--- src/rtl/issue_scoreboard.sv ---
// Register-hazard scoreboard and issue controller between decode and execute.
// Tracks pending destination writes, stalls on RAW/WAW hazards or when the
// in-flight limit is reached, and clears tracking on writeback or flush.
module issue_scoreboard #(
  parameter int unsigned NREGS        = 32,
  parameter int unsigned MAX_INFLIGHT = 4,
  parameter int unsigned WB_BYPASS    = 1,
  localparam int unsigned RegW        = $clog2(NREGS),
  localparam int unsigned CntW        = $clog2(MAX_INFLIGHT + 1)
) (
  input  logic             clk_i,
  input  logic             rst_i,
  input  logic             dec_valid_i,
  input  logic [RegW-1:0]  dec_rs1_i,
  input  logic [RegW-1:0]  dec_rs2_i,
  input  logic [RegW-1:0]  dec_rd_i,
  output logic             dec_ready_o,
  input  logic             ex_ready_i,
  input  logic             wb_valid_i,
  input  logic [RegW-1:0]  wb_rd_i,
  input  logic             flush_i,
  output logic [NREGS-1:0] busy_mask_o,
  output logic [CntW-1:0]  inflight_o,
  output logic             wb_err_o
);

  logic [NREGS-1:0] busy_q, busy_d;
  logic [CntW-1:0]  inflight_q, inflight_d;
  logic             wb_err_q, wb_err_d;

  logic [NREGS-1:0] wb_oh;
  logic [NREGS-1:0] eff;
  logic             wb_hit;
  logic             wb_dec;
  logic             raw, waw, full;
  logic             issue_wr;

  // Hazard detection and the zero-latency issue handshake.
  always_comb begin
    wb_oh = '0;
    wb_oh[wb_rd_i] = wb_valid_i;
    // With bypass, a register retiring this cycle no longer blocks issue.
    eff    = (WB_BYPASS != 0) ? (busy_q & ~wb_oh) : busy_q;
    wb_hit = busy_q[wb_rd_i];
    wb_dec = wb_valid_i & wb_hit & (wb_rd_i != '0);
    raw    = ((dec_rs1_i != '0) & eff[dec_rs1_i]) | ((dec_rs2_i != '0) & eff[dec_rs2_i]);
    waw    = (dec_rd_i != '0) & eff[dec_rd_i];
    // A same-cycle retirement frees a slot, so a full tracker may still accept.
    full   = (inflight_q == CntW'(MAX_INFLIGHT)) & (dec_rd_i != '0) & ~wb_dec;
    dec_ready_o = ex_ready_i & ~flush_i & ~raw & ~waw & ~full & ~rst_i;
    issue_wr    = dec_valid_i & dec_ready_o & (dec_rd_i != '0);
  end

  // Next-state: flush wipes tracking; otherwise retire then issue so a
  // same-register issue overrides the clear.
  always_comb begin
    busy_d     = busy_q;
    inflight_d = inflight_q;
    wb_err_d   = wb_err_q;
    if (flush_i) begin
      busy_d     = '0;
      inflight_d = '0;
    end else begin
      if (wb_dec) begin
        busy_d[wb_rd_i] = 1'b0;
      end
      if (issue_wr) begin
        busy_d[dec_rd_i] = 1'b1;
      end
      inflight_d = inflight_q + CntW'(issue_wr) - CntW'(wb_dec);
      if (wb_valid_i && (wb_rd_i != '0) && !wb_hit) begin
        wb_err_d = 1'b1;
      end
    end
    busy_d[0] = 1'b0;
  end

  // State registers with asynchronous reset.
  always_ff @(posedge clk_i or posedge rst_i) begin
    if (rst_i) begin
      busy_q     <= '0;
      inflight_q <= '0;
      wb_err_q   <= 1'b0;
    end else begin
      busy_q     <= busy_d;
      inflight_q <= inflight_d;
      wb_err_q   <= wb_err_d;
    end
  end

  assign busy_mask_o = busy_q;
  assign inflight_o  = inflight_q;
  assign wb_err_o    = wb_err_q;

endmodule

--- config.mk ---
export PLATFORM = sky130hd
export DESIGN_NAME = issue_scoreboard
export DESIGN_NICKNAME = d
export VERILOG_FILES = /design/src/rtl/issue_scoreboard.sv
export SDC_FILE = /design/constraint.sdc
export NUM_CORES = 1
export LEC_CHECK = 0
export ABC_AREA = 0
export ABC_CLOCK_PERIOD_IN_PS = 4400
export BUFFER_PORTS_ARGS = -buffer_cell sky130_fd_sc_hd__clkbuf_2
export CAP_MARGIN = 20
export CORE_AREA = 10 10 98 100
export DETAILED_ROUTE_END_ITERATION = 16
export DIE_AREA = 0 0 108 110
export GPL_ROUTABILITY_DRIVEN = 0
export PLACE_DENSITY = 0.7
export SYNTH_ARGS = -nofsm -noshare
export SYNTH_HDL_FRONTEND = slang
export SYNTH_SLANG_ARGS = --single-unit
--- constraint.sdc ---
create_clock -name clk_i -period 4.4 [get_ports clk_i]
set_input_delay 0.88 -clock clk_i [delete_from_list [all_inputs] [get_ports clk_i]]
set_output_delay 0.88 -clock clk_i [all_outputs]
set_load 0.02 [all_outputs]
==> flow_metrics.env <==
export IMPL_detail_route_iter0_violations=540
export IMPL_fmax_mhz=242
export IMPL_grt_max_degree=43
export IMPL_power_density_nw_per_um2=185
export IMPL_synth_area_um2=3700
export IMPL_vias=3833
export IMPL_synth_most_common_cell="o21ai_0"
export IMPL_overflow=0
export IMPL_ir_worst_vdd_mv=0.192
export IMPL_tns_ns=0
export IMPL_synthCells=416
export IMPL_setup_viol=0
export IMPL_utilization_pct=54.0
export IMPL_synthTopCellsByArea="dfrtp_1 (24%), mux4_2 (7.3%), mux2i_1 (6.0%)"
export IMPL_seq_area_um2=876
export IMPL_multi_input_area_um2=2560
export IMPL_crit_chain="clkbuf_2 -> xnor2_2 -> nand3_1 -> o21ai_0 -> a221oi_1 -> a221oi_2 -> and4_4 -> nand3_2 -> inv_1 -> clkbuf_2"
export IMPL_core_area_um2=7650
export IMPL_syn_avg_cell_area_um2=8.89
export IMPL_worst_setup_hold_path_clk_slew_ns=0.07
export IMPL_nNetsFinal=493
export IMPL_htreeDepth=2
export IMPL_ctsHoldBuffers=0
export IMPL_p_leak_nw=1.73
export IMPL_drt_first_pass_iters=5
export IMPL_cts_resized_gates=0
export IMPL_cp_common_cell="clkbuf_2"
export IMPL_r2r_start="busy_mask_o[23]"
export IMPL_grt_first_pass_wirelength_mm=20.4
export IMPL_max_cap_violations=0
export IMPL_dpl_hpwl_mm=9.57
export IMPL_cts_root_buf="clkbuf_8"
export IMPL_detail_route_antenna_nets=0
export IMPL_drc_errors=0
export IMPL_syn_to_final_growth_pct=11.7
export IMPL_vias_per_cell=6.77
export IMPL_worst_path_buf_inv=3
export IMPL_cts_tree="done"
export IMPL_rows=32
export IMPL_worst_pin_slew_ns=0.627
export IMPL_wl_per_cell_um=22.8
export IMPL_status="finished, final reports clean"
export IMPL_crit_slowest_cell="o21ai_0"
export IMPL_n_antenna_cell=0
export IMPL_ys_flop_type="dfrtp_1"
export IMPL_holdPathStages=1
export IMPL_path_class="primary input to output pin"
export IMPL_place_port_buffers=61
export IMPL_grt_usage_pct=21.6
export IMPL_skew_ns=0.00665
export IMPL_die_area_um2=11900
export IMPL_numCtsBuffers=5
export IMPL_ys_seq_area_share_pct=23.7
export IMPL_period_share_pct=94.1
export IMPL_synth_seq_cells=35
export IMPL_synth_commonest_cells="o21ai_0 (38), dfrtp_1 (35), nand2_1 (31)"
export IMPL_initial_core_util_pct=48.4
export IMPL_hold_class="flip-flop to flip-flop"
export IMPL_min_to="wb_err_o"
export IMPL_boundaryPins=63
export IMPL_fp_dieH_um=110
export IMPL_max_stage_delay_ns=0.42
export IMPL_layout_drive_gt1_share_pct=25.9
export IMPL_rsz0062_at_grt="no"
export IMPL_finalHoldViolations=0
export IMPL_critPathCaptureType="output pin"
export IMPL_crit_fanout=14
export IMPL_antenna_found_initial=0
export IMPL_insertion_delay_ns=0.29
export IMPL_critPathTopFamily="compound AO/OA/AOI/OAI gates"
export IMPL_reg2reg_depth=13
export IMPL_drv_slew=0
export IMPL_synth_nets=445
export IMPL_rrSetupSlack_ns=1.14
export IMPL_post_cts_buffers=0
export IMPL_hold_start="wb_err_o"
export IMPL_worst_ep_arrival_time_ns=3.26
export IMPL_regToRegEndpoint="inflight_o[2]"
export IMPL_synth_top_area_share_pct=23.7
export IMPL_synth_edf_count=0
export IMPL_min_period_ns=4.14
export IMPL_clockBufferDepth=2
export IMPL_maxSlewHeadroom_pct=57.9
export IMPL_synth_warnings=0
export IMPL_grt_pass1_vias=3706
export IMPL_start_kind="primary input"
export IMPL_synthArstFlopShare_pct=100
export IMPL_die_x_um=108
export IMPL_synth_largest_area_cell="dfrtp_1"
export IMPL_cts_sinks=35
export IMPL_required_ns=3.52
export IMPL_fillers=725
export IMPL_wl_mm=12.9
export IMPL_ys_types=70
## layout by cell type (no fill, tap or decap), types with 6 or more instances in the layout
cell      count
nor2b_1      23
nor3_1       10
nor2_1       22
nand2b_1     13
a311oi_1      8
nand4_1       6
mux4_2       12
o31ai_1      10
dfrtp_1      35
inv_1        13
clkbuf_2     61
o32ai_1       7
mux2i_1      22
o21ai_0      38
o22ai_1       7
o31ai_2       9
nand2_1      31
buf_4        14
a21oi_1       7
nand3_1      15
clkbuf_8      6
nand3b_1     11
## worst register-to-register path, stage by stage (launching register included)
cell and delay (ns):
dfrtp_1 0.48, mux4_2 0.50, o21ai_0 0.17, a221oi_1 0.17
a221oi_2 0.26, and4_4 0.30, nand4b_4 0.12, ha_1 0.29
inv_1 0.06, ha_1 0.13, inv_1 0.05, fa_1 0.38
xnor2_1 0.17, nor2_1 0.05
## kinds of logic (layout without fill, tap and decap cells)
logic type	count (synthesis)	after routing	synth area share [%]
xor+xnor	8	8	2.10
flops	35	35	23.7
compound gates	120	120	24.1
buf+inv	48	96	7.10
simple gates	160	160	25.1
other cells	1	1	0.101
mux	41	41	16.6
fa+ha+maj	3	3	1.22
## through the flow
step | total power, mW | setup WS [ns] | std cells | hold slack (ns) | area, µm²
after global routing | 0.795 | 0.0747 | 566 | 0.492 | 4130
after CTS | 0.762 | 0.327 | 566 | 0.469 | 4130
after floorplan | 0.472 | 0.546 | 416 | 0.565 | 3700
after detailed placement | 0.526 | 0.205 | 559 | 0.452 | 4040
final | 0.764 | 0.261 | 566 | 0.464 | 4130
after global placement | 0.524 | 0.290 | 559 | 0.444 | 4040
## worst max path at each step
| stage | to | from | slack, ns | cells after the start |
|---|---|---|---|---|
| final | dec_ready_o | wb_rd_i[0] | 0.26 | 10 |
| after floorplan | inflight_o[2] | wb_rd_i[2] | 0.55 | 16 |
| after global placement | inflight_o[2] | wb_rd_i[0] | 0.29 | 15 |
| after CTS | dec_ready_o | wb_rd_i[3] | 0.33 | 10 |
| after global routing | dec_ready_o | wb_rd_i[3] | 0.07 | 10 |
| after detailed placement | inflight_o[2] | wb_rd_i[0] | 0.20 | 15 |
## cell type report
type,count,area share [%]
Timing Repair Buffer,76,10.4
Inverter,13,1.18
Sequential cell,35,21.2
Multi-Input combinational cell,333,62.0
Clock buffer,6,2.00
Tap cell,102,3.09
Clock inverter,1,0.121
## layer usage
layer / share of wire (%) / routed length [µm] / GRT usage (%) / up-vias
met1: 39 / 5040 / 28.7 / 1818
met4: 3.8 / 489 / 8.97 / 0
met2: 46 / 5890 / 33.3 / 271
met3: 12 / 1510 / 4.59 / 42
met5: 0 / 0 / 0 / -
li1: - / - / - / 1702
## report_power, final
| group | switching, mW | internal, mW | leakage [nW] | total [mW] |
|---|---|---|---|---|
| logic | 0.132 | 0.0660 | 1.20 | 0.198 |
| clock network | 0.115 | 0.123 | 0.0470 | 0.238 |
| registers | 0.00374 | 0.324 | 0.483 | 0.328 |
| total | 0.251 | 0.513 | 1.73 | 0.764 |
## sequential cells by signal (all words and copies together) (netlist names)
| signal | cells |
|---|---|
| inflight_o | 3 |
| busy_mask_o | 31 |
| wb_err_o | 1 |
Note: power is estimated with default switching activity, not from simulation.
